### src/rtl/pipeline_hazard_ctrl_if.sv
// ---------------------------------------------------------------------------
// pipeline_hazard_ctrl_if
//   Groups the signals exchanged between the pipeline datapath and the hazard
//   controller. The datapath side uses the master modport; the hazard
//   controller uses the slave modport.
//
//   Datapath -> controller:
//     ID_REG_READ_ADDR1/2/3  source register addresses of the ID instruction
//     EX_REG_WRITE_ADDR      destination register of the EX instruction
//     EX_REG_WRITE_EN        integer register write enable in EX
//     EX_FREG_WRITE_EN       float register write enable in EX
//     EX_DATA_MEM_READ       load type in EX (nonzero means load)
//     EX_NET_READ            network read in EX (behaves like a load)
//     EX_NET_WRITE           network write in EX
//     EX_FPU_SELECT          FPU operation in EX (nonzero means multi-cycle)
//     FPU_DONE               FPU result valid this cycle
//     NET_READY              network interface accepts a write this cycle
//     BRANCH_TAKEN           EX resolved a taken branch or jump
//     CNT_CLEAR              synchronous clear of STALL_CYCLES
//   Controller -> datapath:
//     PC_STALL, IF_ID_STALL, ID_EX_STALL   hold the respective registers
//     IF_ID_FLUSH, ID_EX_FLUSH             load a bubble on the next edge
//     STALL_CYCLES                         saturating count of PC stall cycles
//     TIMEOUT_ERR                          sticky FPU timeout flag
// ---------------------------------------------------------------------------
interface pipeline_hazard_ctrl_if;
    logic [4:0]  ID_REG_READ_ADDR1;
    logic [4:0]  ID_REG_READ_ADDR2;
    logic [4:0]  ID_REG_READ_ADDR3;
    logic [4:0]  EX_REG_WRITE_ADDR;
    logic        EX_REG_WRITE_EN;
    logic        EX_FREG_WRITE_EN;
    logic [3:0]  EX_DATA_MEM_READ;
    logic        EX_NET_READ;
    logic        EX_NET_WRITE;
    logic [4:0]  EX_FPU_SELECT;
    logic        FPU_DONE;
    logic        NET_READY;
    logic        BRANCH_TAKEN;
    logic        CNT_CLEAR;
    logic        PC_STALL;
    logic        IF_ID_STALL;
    logic        ID_EX_STALL;
    logic        IF_ID_FLUSH;
    logic        ID_EX_FLUSH;
    logic [15:0] STALL_CYCLES;
    logic        TIMEOUT_ERR;

    modport master (
        output ID_REG_READ_ADDR1, ID_REG_READ_ADDR2, ID_REG_READ_ADDR3,
        output EX_REG_WRITE_ADDR, EX_REG_WRITE_EN, EX_FREG_WRITE_EN,
        output EX_DATA_MEM_READ, EX_NET_READ, EX_NET_WRITE, EX_FPU_SELECT,
        output FPU_DONE, NET_READY, BRANCH_TAKEN, CNT_CLEAR,
        input  PC_STALL, IF_ID_STALL, ID_EX_STALL, IF_ID_FLUSH, ID_EX_FLUSH,
        input  STALL_CYCLES, TIMEOUT_ERR
    );

    modport slave (
        input  ID_REG_READ_ADDR1, ID_REG_READ_ADDR2, ID_REG_READ_ADDR3,
        input  EX_REG_WRITE_ADDR, EX_REG_WRITE_EN, EX_FREG_WRITE_EN,
        input  EX_DATA_MEM_READ, EX_NET_READ, EX_NET_WRITE, EX_FPU_SELECT,
        input  FPU_DONE, NET_READY, BRANCH_TAKEN, CNT_CLEAR,
        output PC_STALL, IF_ID_STALL, ID_EX_STALL, IF_ID_FLUSH, ID_EX_FLUSH,
        output STALL_CYCLES, TIMEOUT_ERR
    );
endinterface

### src/rtl/pipeline_hazard_ctrl.sv
// ---------------------------------------------------------------------------
// pipeline_hazard_ctrl
//   Hazard controller for an in-order pipeline. Detects load-use hazards,
//   waits out multi-cycle FPU operations (with a forced release after
//   FPU_TIMEOUT cycles) and blocked network writes, and flushes the front of
//   the pipe on a taken branch. Stall/flush outputs are combinational from
//   the FSM state and the current inputs; state, counters and the timeout
//   flag are registered.
//
//   Parameters:
//     FPU_TIMEOUT  maximum FPU wait count before forced release (2..255)
//   Ports:
//     CLK    clock, all state changes on the rising edge
//     RESET  asynchronous active-low reset
//     hz     slave side of pipeline_hazard_ctrl_if (see interface header)
// ---------------------------------------------------------------------------
module pipeline_hazard_ctrl #(
    parameter int FPU_TIMEOUT = 64
) (
    input  logic                   CLK,
    input  logic                   RESET,
    pipeline_hazard_ctrl_if.slave  hz
);

    typedef enum logic [1:0] {
        RUN      = 2'd0,
        FPU_WAIT = 2'd1,
        NET_WAIT = 2'd2
    } state_t;

    localparam logic [7:0] TIMEOUT_LIM = 8'(FPU_TIMEOUT);

    state_t      state;
    state_t      next_state;
    logic [7:0]  wait_cnt;
    logic [7:0]  next_cnt;
    logic        timeout_hit;
    logic [15:0] stall_cnt;
    logic        timeout_err;

    logic        ex_is_load;
    logic        int_hit;
    logic        fp_hit;
    logic        load_use;

    logic        pc_stall;
    logic        if_id_stall;
    logic        id_ex_stall;
    logic        if_id_flush;
    logic        id_ex_flush;

    function automatic logic [15:0] sat_inc16(input logic [15:0] v);
        return (v == 16'hFFFF) ? v : v + 16'd1;
    endfunction

    // Integer register 0 is hard-wired, so a write to it never creates a
    // dependency; float register 0 is a real register and is not excluded.
    // Only float ops read the third source port.
    always_comb begin
        ex_is_load = (hz.EX_DATA_MEM_READ != 4'd0) || hz.EX_NET_READ;
        int_hit    = hz.EX_REG_WRITE_EN && (hz.EX_REG_WRITE_ADDR != 5'd0) &&
                     ((hz.EX_REG_WRITE_ADDR == hz.ID_REG_READ_ADDR1) ||
                      (hz.EX_REG_WRITE_ADDR == hz.ID_REG_READ_ADDR2));
        fp_hit     = hz.EX_FREG_WRITE_EN &&
                     ((hz.EX_REG_WRITE_ADDR == hz.ID_REG_READ_ADDR1) ||
                      (hz.EX_REG_WRITE_ADDR == hz.ID_REG_READ_ADDR2) ||
                      (hz.EX_REG_WRITE_ADDR == hz.ID_REG_READ_ADDR3));
        load_use   = ex_is_load && (int_hit || fp_hit);
    end

    always_comb begin
        pc_stall    = 1'b0;
        if_id_stall = 1'b0;
        id_ex_stall = 1'b0;
        if_id_flush = 1'b0;
        id_ex_flush = 1'b0;
        next_state  = state;
        next_cnt    = wait_cnt;
        timeout_hit = 1'b0;

        case (state)
            RUN: begin
                if (hz.BRANCH_TAKEN) begin
                    // Wrong-path instructions in IF/ID and ID/EX are discarded;
                    // any hazard they carried no longer matters.
                    if_id_flush = 1'b1;
                    id_ex_flush = 1'b1;
                end else if ((hz.EX_FPU_SELECT != 5'd0) && !hz.FPU_DONE) begin
                    pc_stall    = 1'b1;
                    if_id_stall = 1'b1;
                    id_ex_stall = 1'b1;
                    next_state  = FPU_WAIT;
                    next_cnt    = 8'd1;
                end else if (hz.EX_NET_WRITE && !hz.NET_READY) begin
                    pc_stall    = 1'b1;
                    if_id_stall = 1'b1;
                    id_ex_stall = 1'b1;
                    next_state  = NET_WAIT;
                end else if (load_use) begin
                    // Hold the consumer in ID and let the load advance,
                    // inserting a bubble into EX behind it.
                    pc_stall    = 1'b1;
                    if_id_stall = 1'b1;
                    id_ex_flush = 1'b1;
                end
            end

            FPU_WAIT: begin
                if (hz.FPU_DONE) begin
                    next_state = RUN;
                    next_cnt   = 8'd0;
                end else if (wait_cnt < TIMEOUT_LIM) begin
                    pc_stall    = 1'b1;
                    if_id_stall = 1'b1;
                    id_ex_stall = 1'b1;
                    next_cnt    = wait_cnt + 8'd1;
                end else begin
                    // Forced release: the FPU never answered.
                    timeout_hit = 1'b1;
                    next_state  = RUN;
                    next_cnt    = 8'd0;
                end
            end

            NET_WAIT: begin
                if (hz.NET_READY) begin
                    next_state = RUN;
                end else begin
                    pc_stall    = 1'b1;
                    if_id_stall = 1'b1;
                    id_ex_stall = 1'b1;
                end
            end

            default: begin
                next_state = RUN;
                next_cnt   = 8'd0;
            end
        endcase
    end

    always_ff @(posedge CLK or negedge RESET) begin
        if (!RESET) begin
            state       <= RUN;
            wait_cnt    <= 8'd0;
            stall_cnt   <= 16'd0;
            timeout_err <= 1'b0;
        end else begin
            state    <= next_state;
            wait_cnt <= next_cnt;
            if (timeout_hit) begin
                timeout_err <= 1'b1;
            end
            if (hz.CNT_CLEAR) begin
                stall_cnt <= 16'd0;
            end else if (pc_stall) begin
                stall_cnt <= sat_inc16(stall_cnt);
            end
        end
    end

    // RUN decisions depend on live inputs, so the outputs are gated by the
    // reset itself to be quiet immediately while reset is held.
    assign hz.PC_STALL     = RESET & pc_stall;
    assign hz.IF_ID_STALL  = RESET & if_id_stall;
    assign hz.ID_EX_STALL  = RESET & id_ex_stall;
    assign hz.IF_ID_FLUSH  = RESET & if_id_flush;
    assign hz.ID_EX_FLUSH  = RESET & id_ex_flush;
    assign hz.STALL_CYCLES = stall_cnt;
    assign hz.TIMEOUT_ERR  = timeout_err;

endmodule
### src/flat_wrapper.sv
// flat-port wrapper written by rule: the top's interface ports become plain ports
module pipeline_hazard_ctrl_flat 
#(
    parameter int FPU_TIMEOUT = 64
)
  (CLK, RESET, hz_ID_REG_READ_ADDR1, hz_ID_REG_READ_ADDR2, hz_ID_REG_READ_ADDR3, hz_EX_REG_WRITE_ADDR, hz_EX_REG_WRITE_EN, hz_EX_FREG_WRITE_EN, hz_EX_DATA_MEM_READ, hz_EX_NET_READ, hz_EX_NET_WRITE, hz_EX_FPU_SELECT, hz_FPU_DONE, hz_NET_READY, hz_BRANCH_TAKEN, hz_CNT_CLEAR, hz_PC_STALL, hz_IF_ID_STALL, hz_ID_EX_STALL, hz_IF_ID_FLUSH, hz_ID_EX_FLUSH, hz_STALL_CYCLES, hz_TIMEOUT_ERR);
  pipeline_hazard_ctrl_if hz_i ();
  input  logic CLK;
  input  logic RESET;
  input wire logic [$bits(hz_i.ID_REG_READ_ADDR1)-1:0] hz_ID_REG_READ_ADDR1;
  input wire logic [$bits(hz_i.ID_REG_READ_ADDR2)-1:0] hz_ID_REG_READ_ADDR2;
  input wire logic [$bits(hz_i.ID_REG_READ_ADDR3)-1:0] hz_ID_REG_READ_ADDR3;
  input wire logic [$bits(hz_i.EX_REG_WRITE_ADDR)-1:0] hz_EX_REG_WRITE_ADDR;
  input wire logic [$bits(hz_i.EX_REG_WRITE_EN)-1:0] hz_EX_REG_WRITE_EN;
  input wire logic [$bits(hz_i.EX_FREG_WRITE_EN)-1:0] hz_EX_FREG_WRITE_EN;
  input wire logic [$bits(hz_i.EX_DATA_MEM_READ)-1:0] hz_EX_DATA_MEM_READ;
  input wire logic [$bits(hz_i.EX_NET_READ)-1:0] hz_EX_NET_READ;
  input wire logic [$bits(hz_i.EX_NET_WRITE)-1:0] hz_EX_NET_WRITE;
  input wire logic [$bits(hz_i.EX_FPU_SELECT)-1:0] hz_EX_FPU_SELECT;
  input wire logic [$bits(hz_i.FPU_DONE)-1:0] hz_FPU_DONE;
  input wire logic [$bits(hz_i.NET_READY)-1:0] hz_NET_READY;
  input wire logic [$bits(hz_i.BRANCH_TAKEN)-1:0] hz_BRANCH_TAKEN;
  input wire logic [$bits(hz_i.CNT_CLEAR)-1:0] hz_CNT_CLEAR;
  output wire logic [$bits(hz_i.PC_STALL)-1:0] hz_PC_STALL;
  output wire logic [$bits(hz_i.IF_ID_STALL)-1:0] hz_IF_ID_STALL;
  output wire logic [$bits(hz_i.ID_EX_STALL)-1:0] hz_ID_EX_STALL;
  output wire logic [$bits(hz_i.IF_ID_FLUSH)-1:0] hz_IF_ID_FLUSH;
  output wire logic [$bits(hz_i.ID_EX_FLUSH)-1:0] hz_ID_EX_FLUSH;
  output wire logic [$bits(hz_i.STALL_CYCLES)-1:0] hz_STALL_CYCLES;
  output wire logic [$bits(hz_i.TIMEOUT_ERR)-1:0] hz_TIMEOUT_ERR;
  assign hz_i.ID_REG_READ_ADDR1 = hz_ID_REG_READ_ADDR1;
  assign hz_i.ID_REG_READ_ADDR2 = hz_ID_REG_READ_ADDR2;
  assign hz_i.ID_REG_READ_ADDR3 = hz_ID_REG_READ_ADDR3;
  assign hz_i.EX_REG_WRITE_ADDR = hz_EX_REG_WRITE_ADDR;
  assign hz_i.EX_REG_WRITE_EN = hz_EX_REG_WRITE_EN;
  assign hz_i.EX_FREG_WRITE_EN = hz_EX_FREG_WRITE_EN;
  assign hz_i.EX_DATA_MEM_READ = hz_EX_DATA_MEM_READ;
  assign hz_i.EX_NET_READ = hz_EX_NET_READ;
  assign hz_i.EX_NET_WRITE = hz_EX_NET_WRITE;
  assign hz_i.EX_FPU_SELECT = hz_EX_FPU_SELECT;
  assign hz_i.FPU_DONE = hz_FPU_DONE;
  assign hz_i.NET_READY = hz_NET_READY;
  assign hz_i.BRANCH_TAKEN = hz_BRANCH_TAKEN;
  assign hz_i.CNT_CLEAR = hz_CNT_CLEAR;
  assign hz_PC_STALL = hz_i.PC_STALL;
  assign hz_IF_ID_STALL = hz_i.IF_ID_STALL;
  assign hz_ID_EX_STALL = hz_i.ID_EX_STALL;
  assign hz_IF_ID_FLUSH = hz_i.IF_ID_FLUSH;
  assign hz_ID_EX_FLUSH = hz_i.ID_EX_FLUSH;
  assign hz_STALL_CYCLES = hz_i.STALL_CYCLES;
  assign hz_TIMEOUT_ERR = hz_i.TIMEOUT_ERR;
  pipeline_hazard_ctrl #(.FPU_TIMEOUT(FPU_TIMEOUT)) u_core (.CLK(CLK), .RESET(RESET), .hz(hz_i));
endmodule
### config.mk
export PLATFORM = sky130hd
export DESIGN_NAME = pipeline_hazard_ctrl_flat
export DESIGN_NICKNAME = d
export VERILOG_FILES = /design/src/rtl/pipeline_hazard_ctrl_if.sv /design/src/rtl/pipeline_hazard_ctrl.sv /design/src/flat_wrapper.sv
export SDC_FILE = /design/constraint.sdc
export NUM_CORES = 1
export LEC_CHECK = 0
export CAP_MARGIN = 20
export CORE_MARGIN = 2
export CORE_UTILIZATION = 45
export DETAILED_ROUTE_END_ITERATION = 8
export PLACE_DENSITY = 0.84
export SYNTH_ARGS = -nofsm -noshare
export SYNTH_HDL_FRONTEND = slang
export SYNTH_SLANG_ARGS = --single-unit
### constraint.sdc
create_clock -name CLK -period 7.9 [get_ports CLK]
set_input_delay 1.58 -clock CLK [delete_from_list [all_inputs] [get_ports CLK]]
set_output_delay 1.58 -clock CLK [all_outputs]
set_load 0.01 [all_outputs]
==> results of run 1 <==
==> logic make-up after synthesis <==
kind of cell | after synthesis | share of synthesized area
simple gates | 88 | 0.2855
compound gates | 49 | 0.1836
flops | 27 | 0.3874
xor+xnor | 15 | 0.07532
buf+inv | 8 | 0.02798
mux | 4 | 0.02582
fa+ha+maj | 2 | 0.01434
==> critical path, cell delays in order <==
cell and delay, ns:
clkdlybuf4s50_1 0.38, or4_1 0.54, o21ba_2 0.23, a21o_2 0.21, nand2b_4 0.14, a31oi_2 0.13
buf_4 0.28, nor2_1 0.10, clkdlybuf4s50_1 0.52
==> area by class of cell <==
cell class                 instances  area (um^2)  area share
multi-input combinational        158         1020      0.4208
sequential                        27        675.6      0.2788
timing repair buffer              62        615.6      0.2540
tap                               48        60.06     0.02478
clock buffer                       4        45.04     0.01859
inverter                           2        7.507    0.003098
==> cells in the mapped netlist, types with 3 or more instances <==
master / count
nor2_1: 19
nor3_1: 8
buf_4: 3
nor2b_1: 6
or4_1: 8
nand2b_1: 3
a21oi_1: 15
o21ai_0: 12
nand3_1: 9
nor3b_1: 3
nand4_1: 3
xnor2_1: 4
xor2_1: 11
and3_1: 3
or3_1: 3
dfrtp_1: 27
nand2_1: 11
o31ai_1: 9
==> layer usage <==
metal  share of wire  routed length [um]  global-route usage  vias up
li1                -                   -                   -      830
met1            0.44                1730              0.2449      782
met2            0.51                2040              0.3575       33
met3           0.042                 165             0.04259        4
met4          0.0091                  36             0.04337        0
met5               0                   0                   0        -
==> sequential cells by signal, indices dropped and copies added (netlist names) <==
signal                  flops
u_core.state                2
u_core.hz.TIMEOUT_ERR       1
u_core.hz.STALL_CYCLES     16
u_core.wait_cnt             8
==> power groups by stage <==
stage	sequential [uW]	combinational [uW]	clock, uW
floorplan	151	41.0	0
global placement	152	75.1	0
detailed placement	152	77.4	0
CTS	149	77.7	80.6
global route	150	85.2	85.9
finish	149	76.8	78.2
==> how the worst min path moves through the flow <==
stage                          startpoint                     to  depth (start not counted)
global route           u_core.wait_cnt[5]     u_core.wait_cnt[5]                          1
CTS                    u_core.wait_cnt[5]     u_core.wait_cnt[5]                          1
floorplan              u_core.wait_cnt[5]     u_core.wait_cnt[5]                          1
finish                 u_core.wait_cnt[5]     u_core.wait_cnt[5]                          1
detailed placement  u_core.hz.TIMEOUT_ERR  u_core.hz.TIMEOUT_ERR                          1
global placement    u_core.hz.TIMEOUT_ERR  u_core.hz.TIMEOUT_ERR                          1
==> through the flow <==
step                power [uW]  area [um^2]    util  cells  worst slack, ns
floorplan                192.2         1744       -    193            2.943
global placement         226.9         2379  0.6448    297            2.249
detailed placement       229.3         2379  0.6448    297            2.215
CTS                      307.6         2424  0.6571    301            2.213
global route             321.5         2424  0.6571    301            2.134
finish                   304.5         2424  0.6571    301            2.209
==> flow_summary_export.csv, run 1 <==
group,metric,value,unit
outcome,status,"finished, final reports clean",
cts,htree_levels,1,
floorplanning,fp-row-count,22,
sta,fin_setup_tns,0,ns
floorplanning,core,3689,um^2
cts,cts.clk_slew.worst_paths,0.09,ns
floorplanning,dieArea,4390,um^2
routing,routed_wl,3.972,mm
finish,drive_gt1_frac,0.06324,
cts,cts_sinks,27,
yosys,synth_top_area_share,0.3874,
finish,num-fill-cells,340,
pwr,power.share.sequential,0.491,
sta,grt_setup_unrepaired,"false",
routing,ant_nets,0,
cts,cts_root_buffer,"clkbuf_8",
routing,wl_per_cell,13.20,um
flow_run,drv_cap,0,
yosys,syn-cell-area,1744,um^2
critical_path,required,6.32,ns
routing,first_pass_iters,4,
critical_path,rr_endpoint,"u_core.hz.STALL_CYCLES[12]",
global_route,grt_pass1_wl,6.900,mm
critical_path,path_max_fanout,29,
yosys,yosysTopAreaCell,"dfrtp_1",
critical_path,criticalPathCategory,"in2out",
yosys,ys_warn_count,0,
placed_design,dp_hpwl,3.087,mm
pwr,p_switching,83.28,uW
yosys,synthCells,193,
sta,clock_skew,0.007517,ns
sta,slew_headroom,0.5356,
finish,final_nets,295,
floorplanning,die_h,66.26,um
placed_design,io_buffer_count,60,
cts,cts_resized,0,
placed_design,gp_congestion,0.8318,
critical_path,cp-end-kind,"output port",
critical_path,critical_path_arrival,4.11,ns
pwr,internal_power,221.2,uW
sta,finalMaxSlewViolations,0,
min_path,hp-class,"reg2reg",
yosys,synth.distinct_cells,44,
critical_path,setup.worst_path.end,"hz_PC_STALL",
critical_path,r2r-start,"u_core.state[0]",
critical_path,r2r_slack,5.45,ns
yosys,synth_flop_cell,"dfrtp_1",
pwr,clockPowerShare,0.257,
global_route,grt_max_degree,31,
floorplanning,die_x,66.26,um
floorplanning,ios,61,
global_route,antenna_found_initial,0,
floorplanning,start_util,0.4729,
global_route,grt_pass1_vias,1575,
yosys,synth_enable_flop_cells,0,
critical_path,start_kind,"primary input",
critical_path,worstSetupStartpoint,"hz_EX_FPU_SELECT[1]",
cts,cts_hold_buf,0,
sta,timing.final.crit_share,0.7204,
sta,fmax,0.1757,GHz
yosys,synthArstFlopShare,1.000,
routing,drc_errors,0,
global_route,grt_use_total,0.1999,
pwr,pwr-share-comb,0.252,
global_route,overflow,0,
finish,n_antenna_cell,0,
cts,ctsLongestPathBuffers,2,
pwr,power.leakage,0.0009270,uW
routing,vias,1649,
cts,postCtsSetupBuffers,0,
yosys,yosys-top-cells-area,"dfrtp_1 (39%), xor2_1 (5.5%), a21oi_1 (4.3%)",
pwr,switching_share,0.2735,
yosys,synth-seq-area-share,0.3874,
routing,vias_per_cell,5.478,
routing,drt-initial-drc-count,113,
sta,finalHoldViolations,0,
cts,cts_buffers,3,
pwr,power_density,125.7,nW/um^2
finish,layout_common_cells,"clkdlybuf4s50_1 (60), dfrtp_1 (27), nor2_1 (19)",
finish,layout_commonest_cell,"clkdlybuf4s50_1",
yosys,ys_ff_latch,27,
yosys,postSynthAreaPerCell,9.037,um^2
sta,period_minus_slack,5.691,ns
sta,worst_hold_slack,0.4818,ns
finish,syn2layout_area_growth,38.95,%
cts,cts_tree,"yes",
yosys,synth_nets,234,
cts,clock_latency,0.27,ns
sta,worst_slew_pin_slew,0.6944,ns
sta,setup_viol,0,
critical_path,r2r_cells,8,
pwr,irDropWorstVdd,0.08062,mV
(Power assumes the default switching activity.)
==> run 2: changes to the inputs <==
--- a/config.mk
+++ b/config.mk
@@ -7,9 +7,9 @@
 export LEC_CHECK = 0
 export CAP_MARGIN = 20
 export CORE_MARGIN = 2
-export CORE_UTILIZATION = 45
+export CORE_UTILIZATION = 41
 export DETAILED_ROUTE_END_ITERATION = 8
-export PLACE_DENSITY = 0.84
+export PLACE_DENSITY = 0.81
 export SYNTH_ARGS = -nofsm -noshare
 export SYNTH_HDL_FRONTEND = slang
 export SYNTH_SLANG_ARGS = --single-unit
==> constraint.sdc (replaced) <==
create_clock -name CLK -period 5 [get_ports CLK]
set_input_delay 1 -clock CLK [delete_from_list [all_inputs] [get_ports CLK]]
set_output_delay 1 -clock CLK [all_outputs]
set_load 0.01 [all_outputs]
==> run 2 against run 1 <==
Compared with the run above: sequential share of layout area down 0.072 points; sequential power up 58%; first-iteration DRC count is 8.8% lower; worst hold slack gained 0.010 ns; largest power group unchanged; die area is 9.2% higher; critical path type unchanged.
==> flow_summary_export.csv, run 2 (synthesis gave the netlist of run 1 again) <==
group,metric,value,unit
critical_path,r2r-start,"u_core.state[0]",
cts,cts.clk_slew.worst_paths,0.10,ns
pwr,power,486.3,uW
critical_path,start_kind,"primary input",
cts,cts_hold_buf,0,
finish,layout_common_cells,"clkdlybuf4s50_1 (60), dfrtp_1 (27), nor2_1 (19)",
global_route,overflow,0,
placed_design,gp_congestion,0.8304,
critical_path,path_cells,"clkdlybuf4s50_1 -> or4_1 -> o21ba_2 -> a21o_2 -> nand2b_4 -> a31oi_2 -> nor2_1 -> clkdlybuf4s50_1",
critical_path,worstSetupStartpoint,"hz_EX_FPU_SELECT[1]",
placed_design,dp_hpwl,3.259,mm
routing,drt-initial-drc-count,103,
critical_path,criticalPathCategory,"in2out",
routing,routed_wl,4.234,mm
floorplanning,ios,61,
pwr,power.leakage,0.0009260,uW
critical_path,cp_common_cell,"clkdlybuf4s50_1",
global_route,grt_pass1_vias,1650,
sta,fin_setup_tns,0,ns
flow_run,drv_cap,0,
global_route,grt_max_degree,29,
floorplanning,die_h,69.23,um
min_path,hold-path-cell-count,1,
placed_design,io_buffer_count,60,
cts,cts_sinks,27,
finish,num-fill-cells,368,
sta,grt_setup_unrepaired,"false",
routing,vias_per_cell,5.469,
finish,fin_util,0.5988,
cts,htree_levels,1,
cts,cts_tree,"yes",
finish,largest_reg_flops,16,
finish,n_antenna_cell,0,
critical_path,critPathSlowestCell,"or4_1",
pwr,power_density,200.2,nW/um^2
pwr,clockPowerShare,0.263,
floorplanning,start_util,0.4298,
global_route,antenna_found_initial,0,
pwr,internal_power,349.0,uW
global_route,grt_pass1_wl,7.479,mm
sta,period_minus_slack,4.263,ns
global_route,grt_use_total,0.1864,
critical_path,cp-end-kind,"output port",
floorplanning,die_x,69.23,um
critical_path,path_max_fanout,2,
sta,worst_hold_slack,0.4920,ns
finish,syn2layout_area_growth,39.31,%
sta,slew_headroom,0.5046,
sta,finalHoldViolations,0,
floorplanning,dieArea,4792,um^2
routing,ant_nets,0,
cts,ctsLongestPathBuffers,2,
cts,cts_buffers,3,
finish,final_nets,295,
pwr,power.share.sequential,0.484,
finish,layout_commonest_cell,"clkdlybuf4s50_1",
cts,postCtsSetupBuffers,0,
pwr,switching_share,0.2823,
sta,setup_viol,0,
pwr,pwr-share-comb,0.252,
cts,clock_latency,0.27,ns
sta,worst_slew_pin_slew,0.7398,ns
critical_path,required,4.00,ns
outcome,status,"finished, final reports clean",
cts,cts_resized,0,
cts,cts_root_buffer,"clkbuf_8",
sta,fmax,0.2346,GHz
floorplanning,fp-row-count,23,
critical_path,max_stage_delay,0.53,ns
min_path,hp-class,"reg2reg",
sta,timing.final.crit_share,0.8526,
critical_path,critical_path_arrival,3.26,ns
min_path,holdCritStartpoint,"u_core.wait_cnt[5]",
placed_design,placed_area,2381,um^2
routing,vias,1657,
sta,finalMaxSlewViolations,0,
sta,clock_skew,0.002349,ns
pwr,irDropWorstVdd,0.1572,mV
critical_path,r2r_cells,8,
routing,wl_per_cell,13.97,um
pwr,p_switching,137.3,uW
routing,first_pass_iters,4,
routing,drc_errors,0,
floorplanning,core,4058,um^2
finish,drive_gt1_frac,0.06719,
finish,finalInstanceArea,2430,um^2
## run 2: changes by cell type in the layout (fill, tap and decap cells not counted)
| cell | change |
|---|---|
| clkbuf_1 | -1 |
| clkinvlp_4 | +1 |
## run 2: path summary, 6_finish.rpt
path,to,slack [ns]
max in group asynchronous,u_core.hz.STALL_CYCLES[15],3.51
min,u_core.wait_cnt[5],0.49
min in group asynchronous,u_core.state[0],0.92
max,hz_IF_ID_STALL,0.74
max reg2reg,u_core.hz.STALL_CYCLES[7],2.51
min reg2reg,u_core.wait_cnt[5],0.49
## run 2: final cells by class
cell class	count	area (um^2)	share of cell area
Clock buffer	3	41.29	0.01699
Clock inverter	1	7.507	0.003090
Inverter	2	7.507	0.003090
Multi-Input combinational cell	158	1020	0.4197
Sequential cell	27	675.6	0.2781
Tap cell	50	62.56	0.02575
Timing Repair Buffer	62	615.6	0.2533
## run 2: metal layers
metal | share of wire | GRT usage | wire (um)
met1 | 0.46 | 0.2419 | 1958
met2 | 0.49 | 0.3226 | 2074
met3 | 0.035 | 0.02616 | 148
met4 | 0.012 | 0.05447 | 51
met5 | 0 | 0 | 0
## run 2: power by group through the flow
stage / Sequential [uW] / Clock [uW] / Combinational (uW)
4_1_cts: 236 / 134 / 124
3_3_place_gp: 240 / 0 / 120
5_1_grt: 237 / 140 / 135
6_report: 236 / 128 / 123
3_5_place_dp: 240 / 0 / 124
2_1_floorplan: 239 / 0 / 64.9
## run 2: metrics by stage
step | worst slack (ns) | cells
finish | 0.7369 | 303
global route | 0.6210 | 303
CTS | 0.7273 | 303
detailed placement | 0.7382 | 299
global placement | 0.7914 | 299
floorplan | 1.203 | 193
## run 2: critical path, delay by kind of cell
family                 cells  cell delay [ns]
buffers and inverters      2             0.87
AND/OR/NAND/NOR            3             0.76
AO/OA/AOI/OAI              3             0.62
